<file path="src/rtl/ser_rx_if.sv">
// Word-side handshake bundle for the serial receiver.
// master drives q/q_valid, slave returns q_ready.
interface ser_rx_if #(
  parameter int size = 32
);
  logic [size-1:0] q;
  logic            q_valid;
  logic            q_ready;

  modport master (
    output q,
    output q_valid,
    input  q_ready
  );

  modport slave (
    input  q,
    input  q_valid,
    output q_ready
  );
endinterface

</file>
<file path="src/rtl/ser_rx.sv">
// Serial-to-parallel receiver with registered valid/ready word output.
// Define SER_PARITY_EN to add an even-parity bit per frame and the perr flag.
module ser_rx #(
  parameter int size      = 32,
  parameter bit msb_first = 1'b1
) (
  input  logic     clk,
  input  logic     r,
  input  logic     sd,
  input  logic     sv,
  input  logic     sf,
  input  logic     clr,
  ser_rx_if.master qo,
  output logic     busy,
  output logic     ovr,
`ifdef SER_PARITY_EN
  output logic     perr,
`endif
  output logic     ferr
);

  localparam int CW = $clog2(size) + 1;

`ifdef SER_PARITY_EN
  typedef enum logic [1:0] {IDLE, SHIFT, PARITY} state_t;
`else
  typedef enum logic {IDLE, SHIFT} state_t;
`endif

  state_t          st, st_n;
  logic [CW-1:0]   cnt, cnt_n;
  logic [size-1:0] sr, sr_n, word;
  logic            commit;
  logic            ferr_set;
  logic            ovr_set;
`ifdef SER_PARITY_EN
  logic            perr_set;
`endif

  function automatic logic [size-1:0] ins(
    input logic [size-1:0] v,
    input logic            b
  );
    if (msb_first) return {v[size-2:0], b};
    else           return {b, v[size-1:1]};
  endfunction

  always_ff @(posedge clk) begin
    if (!r) st <= IDLE;
    else    st <= st_n;
  end

  always_comb begin
    st_n     = st;
    cnt_n    = cnt;
    sr_n     = sr;
    word     = ins(sr, sd);
    commit   = 1'b0;
    ferr_set = 1'b0;
`ifdef SER_PARITY_EN
    perr_set = 1'b0;
`endif
    unique case (st)
      IDLE: begin
        if (sv && sf) begin
          sr_n  = ins('0, sd);
          cnt_n = CW'(1);
          st_n  = SHIFT;
        end
      end
      SHIFT: begin
        if (sv && sf) begin
          ferr_set = 1'b1;
          sr_n     = ins('0, sd);
          cnt_n    = CW'(1);
        end else if (sv && cnt == CW'(size - 1)) begin
          sr_n  = word;
          cnt_n = '0;
`ifdef SER_PARITY_EN
          st_n  = PARITY;
`else
          st_n   = IDLE;
          commit = 1'b1;
`endif
        end else if (sv) begin
          sr_n  = word;
          cnt_n = cnt + CW'(1);
        end
      end
`ifdef SER_PARITY_EN
      PARITY: begin
        word = sr;
        if (sv && sf) begin
          ferr_set = 1'b1;
          sr_n     = ins('0, sd);
          cnt_n    = CW'(1);
          st_n     = SHIFT;
        end else if (sv) begin
          st_n = IDLE;
          // even parity: data bits plus parity bit must xor to zero
          if (^{sr, sd}) perr_set = 1'b1;
          else           commit   = 1'b1;
        end
      end
`endif
      default: st_n = IDLE;
    endcase
    ovr_set = commit & qo.q_valid & ~qo.q_ready;
  end

  always_ff @(posedge clk) begin
    if (!r) begin
      cnt        <= '0;
      sr         <= '0;
      qo.q       <= '0;
      qo.q_valid <= 1'b0;
      ovr        <= 1'b0;
      ferr       <= 1'b0;
`ifdef SER_PARITY_EN
      perr       <= 1'b0;
`endif
    end else begin
      cnt <= cnt_n;
      sr  <= sr_n;
      if (commit && (!qo.q_valid || qo.q_ready)) begin
        qo.q       <= word;
        qo.q_valid <= 1'b1;
      end else if (qo.q_valid && qo.q_ready) begin
        qo.q_valid <= 1'b0;
      end
      ovr  <= ovr_set | (ovr & ~clr);
      ferr <= ferr_set | (ferr & ~clr);
`ifdef SER_PARITY_EN
      perr <= perr_set | (perr & ~clr);
`endif
    end
  end

  assign busy = (st != IDLE);

endmodule
</file>
<file path="src/flat_wrapper.sv">
// flat-port wrapper written by rule: the top's interface ports become plain ports
module ser_rx_flat 
#(
  parameter int size      = 32,
  parameter bit msb_first = 1'b1
)
  (clk, r, sd, sv, sf, clr, busy, ovr, ferr, qo_q, qo_q_valid, qo_q_ready);
  ser_rx_if #(.size(size)) qo_i ();
  input  logic clk;
  input  logic r;
  input  logic sd;
  input  logic sv;
  input  logic sf;
  input  logic clr;
  output logic busy;
  output logic ovr;
  output logic ferr;
  output wire logic [$bits(qo_i.q)-1:0] qo_q;
  output wire logic [$bits(qo_i.q_valid)-1:0] qo_q_valid;
  input wire logic [$bits(qo_i.q_ready)-1:0] qo_q_ready;
  assign qo_q = qo_i.q;
  assign qo_q_valid = qo_i.q_valid;
  assign qo_i.q_ready = qo_q_ready;
  ser_rx #(.size(size), .msb_first(msb_first)) u_core (.clk(clk), .r(r), .sd(sd), .sv(sv), .sf(sf), .clr(clr), .qo(qo_i), .busy(busy), .ovr(ovr), .ferr(ferr));
endmodule
</file>
<file path="config.mk">
export PLATFORM = sky130hd
export DESIGN_NAME = ser_rx_flat
export DESIGN_NICKNAME = d
export VERILOG_FILES = /design/src/rtl/ser_rx_if.sv /design/src/rtl/ser_rx.sv /design/src/flat_wrapper.sv
export SDC_FILE = /design/constraint.sdc
export NUM_CORES = 1
export LEC_CHECK = 0
export CAP_MARGIN = 20
export CORE_MARGIN = 3
export CORE_UTILIZATION = 57
export DETAILED_ROUTE_END_ITERATION = 8
export PLACE_DENSITY = 0.84
export SLEW_MARGIN = 15
export SYNTH_ARGS = -nofsm -noshare
export SYNTH_HDL_FRONTEND = slang
export SYNTH_SLANG_ARGS = --single-unit
</file>
<file path="constraint.sdc">
create_clock -name clk -period 3.65 [get_ports clk]
set_input_delay 1.095 -clock clk [delete_from_list [all_inputs] [get_ports clk]]
set_output_delay 1.095 -clock clk [all_outputs]
set_load 0.005 [all_outputs]
</file>
After elaboration in Yosys (flattened, before gate mapping)
Index checks and enable logic that the tools add are counted.
Widths: inputs -> output; s select.
{ "classes": {"n_addsub": 1, "eq_ne": 3, "mux": 20, "n_bitwise": 9, "reduce_logical": 8} }
{ "ops": {"columns": ["op", "n"], "rows": [
  ["$mux 31", 4],
  ["$pmux 31 s2", 1],
  ["$mux 6", 4],
  ["$pmux 6 s2", 1],
  ["$mux 1", 9],
  ["$add 6x1->6 const B", 1],
  ["$eq 6x5->1 const B", 1],
  ["$and 1x1->1", 4],
  ["$logic_and 1x1->1", 4],
  ["$ne 4x4->1 const B", 1],
  ["$not 1->1", 3],
  ["$ne 2x1->1 const B", 1],
  ["$or 1x1->1", 2],
  ["$pmux 1 s2", 1],
  ["$reduce_and 2->1", 1],
  ["$reduce_bool 2->1", 1],
  ["$logic_not 1->1", 1],
  ["$logic_or 1x1->1", 1]
]} }
{ "totals": {"reg_bits": 73, "input_bits": 7, "output_inout_bits": 36, "wordCells": 48} }

Logic depth before layout (Yosys ltp)
Gate-level depths: netlist (run 1).
{ "depth": {"ltp_word": 8, "ltp_mapped": 5, "depth_no_buf": 4} }

Least setup slack after synthesis (run 1)
Ideal clock, no wire load.
{ "synth_timing": {"kind": "input to register", "from": "input sv", "to": "register u_core.qo.q[0]", "setup_ps": 72, "t_arrival_ps": 2057, "required_ps": 3578, "setup_slack_ps": 1522, "cell_stages": 4, "path_buffers": 1, "cell_sequence": "nand3_1 nor4b_4 buf_6 mux2i_1"} }
{ "synth_via": {"elab_chain_len": 5, "elab_cells_between_ends": 6, "cone_classes": "mux: 3; reduce/logical: 3"} }
{ "synth_rtl": {"columns": ["item", "line_no", "text"], "rows": [
  ["from (decl)", "flat_wrapper.sv:12", "input logic sv;"],
  ["$logic_and 1x1->1", "ser_rx.sv:76", "end else if (sv && cnt == CW'(size - 1)) begin"],
  ["$mux 1", "ser_rx.sv:76", null],
  ["$mux 1 (*)", "ser_rx.sv:72", "if (sv && sf) begin"],
  ["$mux 1 (*)", "ser_rx.sv:63", "unique case (st)"],
  ["$logic_and 1x1->1 (*)", "ser_rx.sv:125", "if (commit && (!qo.q_valid || qo.q_ready)) begin"],
  ["to (signal assigned)", "ser_rx.sv:126", "qo.q <= word;"],
  ["to (decl)", "ser_rx_if.sv:11", "output q,"]
]} }
Every way passes the cells marked *; elsewhere a longest branch is shown, timed or not.
A chain may end at the register's enable or synchronous reset.

Final worst setup path (run 1)
{ "layout_timing": {"from": "input sv", "to": "register u_core.qo.q[2]"} }
Same word-level chain as after synthesis.

==> impl_metrics.env, run 1 <==
export IMPL_power_leakage_uw=0.001153
export IMPL_critical_path_class="in -> reg"
export IMPL_critPathMaxStageDelay_ps=590
export IMPL_boundary_pins=43
export IMPL_die_w_microns=76.20
export IMPL_mappedNetlistNets=303
export IMPL_crit_start="sv"
export IMPL_rsz_0062_raised_after_global_routing="false"
export IMPL_layout_common_cells="dfxtp_1 (73), nand2_1 (69), clkdlybuf4s50_1 (41)"
export IMPL_stdcell_count=403
export IMPL_final_min_clock_period_ps=2700
export IMPL_cell_at_the_slowest_stage_of_the_critical_path="clkdlybuf4s50_1"
export IMPL_drc=0
export IMPL_start_util=0.6154
export IMPL_most_frequent_standard_cell_in_the_layout_excluding_fill_and_tap_cells="dfxtp_1"
export IMPL_routed_wl_microns=5270
export IMPL_syn_area_sq_um=2809
export IMPL_power_report_internal_total_uw=1149
export IMPL_ant_diodes=0
export IMPL_first_iter_violations=145
export IMPL_power_switching_uw=311.5
export IMPL_timing_critical_path_arrival_ps=2960
export IMPL_post_cts_clock_slew_at_the_launch_and_capture_registers_of_the_worst_setup_and_hold_paths_ps=70
export IMPL_nets=341
export IMPL_critical_path_endpoint_type="register"
export IMPL_fmax_mhz=370.3
export IMPL_cellPowerDensity_nw_per_um2=427.9
export IMPL_hold_viol=0
export IMPL_core_area_sq_um=4564
export IMPL_critPathBufInv=2
export IMPL_multiInputGateArea_sq_um=1192
export IMPL_count_of_buffers_from_port_buffering=42
export IMPL_first_global_vias=2042
export IMPL_clock_latency_ps=340
export IMPL_die_area_sq_um=5806
export IMPL_grt_pass1_wl_microns=9073
export IMPL_finalPower_uw=1460
export IMPL_final_max_slew_violation_count=0
export IMPL_postSynthCellCount=295
export IMPL_synthDominantAreaCellType="dfxtp_1"
export IMPL_drv_max_cap_violation_count=0
export IMPL_syn2layout_area_growth_pct=21.47
export IMPL_tritoncts="yes"
export IMPL_wire_per_inst_microns=13.08
export IMPL_cts_inserted_buffers=9
export IMPL_grtUsageTotal=0.1894
export IMPL_cts_hold_buffers_added=0
export IMPL_floorplan_rows=24
export IMPL_critical_path_endpoint="u_core.qo.q[2]"
export IMPL_antenna_violations_before_repair=0
export IMPL_final_seq_area_sq_um=1461
export IMPL_timing_final_setup_violations=0
export IMPL_drt_pre_antenna_iters=4
export IMPL_cpLargestDelayFamily="buffers and inverters"
export IMPL_run_status="complete, no violations"
export IMPL_synth_flop_cell="dfxtp_1"
export IMPL_holdCritPathClass="reg -> reg"
export IMPL_ctsHtreeMaxLevel=3
export IMPL_min_period_over_period=0.7398
export IMPL_async_reset_ff_frac=0
export IMPL_setup_fix_buffers_added_after_clock_tree_synthesis=0
export IMPL_synth_distinct_cells=29
export IMPL_cts_root_buffer_cell="clkbuf_8"
export IMPL_setup_slack_ps=949.6
export IMPL_post_synth_top_area_fraction=0.5203
export IMPL_regToRegSetupSlack_ps=1760
export IMPL_ys_seq_area_frac=0.5203
export IMPL_n_fill_cell=339
export IMPL_share_seq_of_total_power=0.549
export IMPL_drt_vias_per_instance=5.380
export IMPL_finalSetupTns_ps=0
export IMPL_switching_share=0.2133
export IMPL_path_cells="clkdlybuf4s50_1, nand3_1, nor4b_4, buf_4, mux2i_1"
export IMPL_worstRegToRegCells=5
export IMPL_final_setup_skew_ps=7.370
export IMPL_maxSlewHeadroom=0.5924
export IMPL_gp_congestion=0.7426
export IMPL_drtAntennaViolNets=0
export IMPL_worstSetupStartpointType="primary input"
export IMPL_pre_cts_slack_ps=573.5
export IMPL_clock_sinks=73
export IMPL_placedCellCount=386
export IMPL_required_arrival_time_at_the_worst_endpoint_ps=3910
export IMPL_yosysWarnings=0
export IMPL_ys_ff_latch=73
export IMPL_grt_start_max_net_pins=38
export IMPL_vdd_ir_drop_max_mv=0.3109
export IMPL_synth_edf_count=0
export IMPL_postSynthAreaPerCell_sq_um=9.522
export IMPL_clk_path_buf_depth=2
export IMPL_clkPwrFrac=0.416
export IMPL_globalRouteOverflowTotal=0
export IMPL_cts_repair_resized=0
export IMPL_timing_critical_path_fanout_max=32
export IMPL_vias=2168
export IMPL_dpl_hpwl_microns=3326
export IMPL_cp_depth=5
export IMPL_die_height_microns=76.20
export IMPL_critical_path_reg2reg_endpoint="u_core.qo.q[2]"
export IMPL_combinational_share_of_power=0.035
export IMPL_synthTopCellsByArea="dfxtp_1 (52%), mux2i_1 (12%), nand2_1 (9.2%)"
export IMPL_r2r_start="u_core.cnt[0]"
export IMPL_worst_slew_pin_transition_ps=610.5
export IMPL_fraction_of_layout_cells_with_a_size_suffix_above_1=0.07692
worst min-delay path, stage by stage (launching register included):
cell and delay (ps):
dfxtp_1 310, nand2_1 50, mux2i_1 50
final cells by class:
type / count / share of cell area
Inverter: 2 / 0.002200
Clock buffer: 13 / 0.04364
Clock inverter: 3 / 0.01173
Tap cell: 65 / 0.02384
Timing Repair Buffer: 48 / 0.1408
Multi-Input combinational cell: 199 / 0.3495
Sequential cell: 73 / 0.4283
power by group through the flow:
stage / registers [uW] / clock network (uW) / logic (uW)
floorplan: 819 / 0 / 36.2
global placement: 820 / 0 / 48.8
detailed placement: 820 / 0 / 49.8
CTS: 802 / 618 / 49.9
global route: 802 / 653 / 57.3
finish: 802 / 607 / 51.7
how the worst min path moves through the flow:
stage,start,endpoint,slack [ps],cells after the start
6_report,u_core.qo.q[12],u_core.qo.q[12],460,2
5_1_grt,u_core.qo.q[12],u_core.qo.q[12],470,2
4_1_cts,u_core.qo.q[12],u_core.qo.q[12],460,2
3_5_place_dp,u_core.qo.q[27],u_core.qo.q[27],450,2
3_3_place_gp,u_core.qo.q[24],u_core.qo.q[24],440,2
2_1_floorplan,u_core.sr[30],u_core.qo.q[31],440,2
logic make-up after synthesis:
| group | count (synthesis) | share of synthesized area |
|---|---|---|
| DFF | 73 | 0.5203 |
| xor gates and xnor gates | 1 | 0.003119 |
| adders and majority gates | 1 | 0.004454 |
| muxes | 33 | 0.1176 |
| AOI/OAI and AO/OA | 46 | 0.1131 |
| buffers and inverters | 23 | 0.05657 |
| and+or+nand+nor | 118 | 0.1849 |
per-stage QoR:
stage / utilization / hold slack [ps] / instance area (sq um)
3_5_place_dp: 0.7001 / 446.3 / 3196
2_1_floorplan: - / 437.7 / 2809
3_3_place_gp: 0.7001 / 441.5 / 3196
6_report: 0.7475 / 457.4 / 3412
5_1_grt: 0.7475 / 470.1 / 3412
4_1_cts: 0.7415 / 460.0 / 3385
registers in the layout, indices dropped and copies added, names as in the netlist:
name / count
u_core.qo.q: 32
u_core.sr: 31
u_core.cnt: 6
u_core.busy: 1
u_core.ferr: 1
u_core.ovr: 1
u_core.qo.q_valid: 1
cell usage after synthesis, types with 2 or more instances:
cell	n
clkbuf_8	3
a22oi_1	31
nand2b_1	3
mux2i_1	33
nand2_1	69
clkbuf_1	7
buf_1	3
or3_1	2
dfxtp_1	73
nor2_1	33
o21ai_0	5
dlygate4sd1_1	2
buf_2	2
buf_6	4
a21oi_1	7
nand3_1	5
routing by layer:
metal | vias to the layer above | GRT usage | part of all wire
met1 | 1035 | 0.2274 | 0.47
met3 | 7 | 0.06738 | 0.040
li1 | 1089 | - | -
met5 | - | 0 | 0
met4 | 0 | 0.07065 | 0.011
met2 | 37 | 0.3111 | 0.48
Power figures use the tool's default switching activity.
==> run 2: changes to the inputs <==
CORE_UTILIZATION = 53   (was 57)
PLACE_DENSITY = 0.79   (was 0.84)
clock period = 2.6 ns   (was 3.65 ns; I/O delays follow)
==> run 2 against run 1 <==
Clock skew rose by 1.3 ps. Global-route usage fell by 0.091 points. Hold slack got worse by 1.7 ps. Cell area rose by 1.4%. Die area rose by 6.9%. Register-to-register slack got worse by 880 ps. Non-clock buffer count did not move. Power rose by 50%. Worst setup slack got worse by 470 ps. Final cell count rose by 0.50%. Critical endpoint is now busy. Largest cell class unchanged.
==> impl_metrics.env, run 2 (same netlist as run 1, synthesis figures left out) <==
export IMPL_hold_viol=0
export IMPL_antenna_violations_before_repair=0
export IMPL_timing_critical_path_arrival_ps=1340
export IMPL_count_of_buffers_from_port_buffering=42
export IMPL_clk_path_buf_depth=2
export IMPL_die_height_microns=78.80
export IMPL_cts_hold_buffers_added=0
export IMPL_cell_area_reported_after_detailed_placement_sq_um=3231
export IMPL_wire_per_inst_microns=13.71
export IMPL_clock_latency_ps=330
export IMPL_critical_path_class="reg -> out"
export IMPL_cpLargestDelayFamily="buffers and inverters"
export IMPL_final_design_area_no_fill_sq_um=3460
export IMPL_run_status="complete, no violations"
export IMPL_maxSlewHeadroom=0.5992
export IMPL_dpl_hpwl_microns=3449
export IMPL_ant_diodes=0
export IMPL_max_flop_register="u_core.qo.q"
export IMPL_drt_vias_per_instance=5.375
export IMPL_critical_path_endpoint_type="output port"
export IMPL_vias=2177
export IMPL_holdCritPathClass="reg -> reg"
export IMPL_setup_fix_buffers_added_after_clock_tree_synthesis=0
export IMPL_routed_wl_microns=5552
export IMPL_critPathBufInv=1
export IMPL_cts_inserted_buffers=9
export IMPL_die_w_microns=78.80
export IMPL_largest_register_ff_count=32
export IMPL_most_frequent_standard_cell_in_the_layout_excluding_fill_and_tap_cells="dfxtp_1"
export IMPL_drv_max_cap_violation_count=0
export IMPL_hold_path_end="u_core.qo.q[19]"
export IMPL_drtAntennaViolNets=0
export IMPL_rsz_0062_raised_after_global_routing="false"
export IMPL_tritoncts="yes"
export IMPL_min_delay_path_depth=2
export IMPL_gp_congestion=0.7393
export IMPL_final_seq_area_sq_um=1461
export IMPL_die_area_sq_um=6209
export IMPL_worstSetupStartpointType="register"
export IMPL_cts_root_buffer_cell="clkbuf_8"
export IMPL_worstRegToRegCells=5
export IMPL_fmax_mhz=471.4
export IMPL_boundary_pins=43
export IMPL_n_fill_cell=382
export IMPL_timing_final_setup_violations=0
export IMPL_biggestRegsByFlops="u_core.qo.q x32, u_core.sr x31, u_core.cnt x6"
export IMPL_fraction_of_layout_cells_with_a_size_suffix_above_1=0.08580
export IMPL_clock_sinks=73
export IMPL_worstHoldStart="u_core.qo.q[19]"
export IMPL_final_setup_skew_ps=8.665
export IMPL_pre_cts_slack_ps=195.1
export IMPL_cell_at_the_slowest_stage_of_the_critical_path="clkdlybuf4s50_1"
export IMPL_nets=341
export IMPL_vdd_ir_drop_max_mv=0.4401
export IMPL_r2r_start="u_core.cnt[0]"
export IMPL_globalRouteOverflowTotal=0
export IMPL_first_global_vias=2075
export IMPL_critical_path_reg2reg_endpoint="u_core.qo.q[11]"
export IMPL_required_arrival_time_at_the_worst_endpoint_ps=1820
export IMPL_regToRegSetupSlack_ps=880
export IMPL_grt_start_max_net_pins=38
export IMPL_drc=0
export IMPL_cts_repair_resized=0
export IMPL_post_cts_clock_slew_at_the_launch_and_capture_registers_of_the_worst_setup_and_hold_paths_ps=70
export IMPL_setup_slack_ps=478.9
export IMPL_multiInputGateArea_sq_um=1192
export IMPL_cellPowerDensity_nw_per_um2=632.3
export IMPL_core_area_sq_um=4911
export IMPL_fin_hold_ws_ps=455.6
export IMPL_first_iter_violations=101
export IMPL_power_leakage_uw=0.001174
export IMPL_final_max_slew_violation_count=0
export IMPL_finalSetupTns_ps=0
export IMPL_start_util=0.5720
export IMPL_final_min_clock_period_ps=2121
export IMPL_timing_critical_path_fanout_max=7
export IMPL_min_period_over_period=0.8158
export IMPL_grtUsageTotal=0.1885
export IMPL_path_cells="clkdlybuf4s50_1"
export IMPL_critPathMaxStageDelay_ps=560
export IMPL_worst_slew_pin_transition_ps=600.3
export IMPL_floorplan_rows=25
export IMPL_layout_common_cells="dfxtp_1 (73), nand2_1 (69), clkdlybuf4s50_1 (41)"
export IMPL_syn2layout_area_growth_pct=23.16
export IMPL_grt_pass1_wl_microns=9335
export IMPL_drt_pre_antenna_iters=5
export IMPL_ctsHtreeMaxLevel=3
## run 2: cell count changes in the layout (fill, tap and decap cells not counted)
| cell | change |
|---|---|
| clkbuf_1 | -3 |
| buf_12 | +2 |
| buf_16 | -1 |
| buf_4 | -1 |
| bufinv_16 | +1 |
| clkbuf_8 | +1 |
| clkinvlp_4 | +1 |
## run 2: worst max path at each step
stage / start / end / depth (start not counted)
floorplan: sv / u_core.qo.q[0] / 4
detailed placement: sv / u_core.qo.q[3] / 5
CTS: u_core.busy / busy / 1
finish: u_core.busy / busy / 1
global route: u_core.busy / busy / 1
global placement: sf / u_core.cnt[5] / 4
## run 2: layout make-up
cell class | count | area share
inverter | 2 | 0.002170
sequential | 73 | 0.4224
multi-input combinational | 199 | 0.3447
tap | 67 | 0.02423
timing repair buffer | 48 | 0.1403
clock buffer | 11 | 0.04376
clock inverter | 5 | 0.02242
## run 2: per-stage QoR
step                      power, uW  utilization  std cells
after floorplan                1201            -        295
after global placement         1224       0.6578        389
after detailed placement       1225       0.6578        389
after CTS                      2205       0.7045        405
after global routing           2258       0.7045        405
final                          2188       0.7045        405
## run 2: report_power, final
group | internal [uW] | switching (uW)
clock network | 589 | 398
registers | 1120 | 4.42
logic | 24.0 | 51.0
## run 2: metal layers
metal | vias to the layer above | share of wire | GRT usage
li1 | 1091 | - | -
met3 | 13 | 0.040 | 0.04195
met2 | 58 | 0.47 | 0.3014
met4 | 0 | 0.021 | 0.1049
met1 | 1015 | 0.47 | 0.2348
met5 | - | 0 | 0
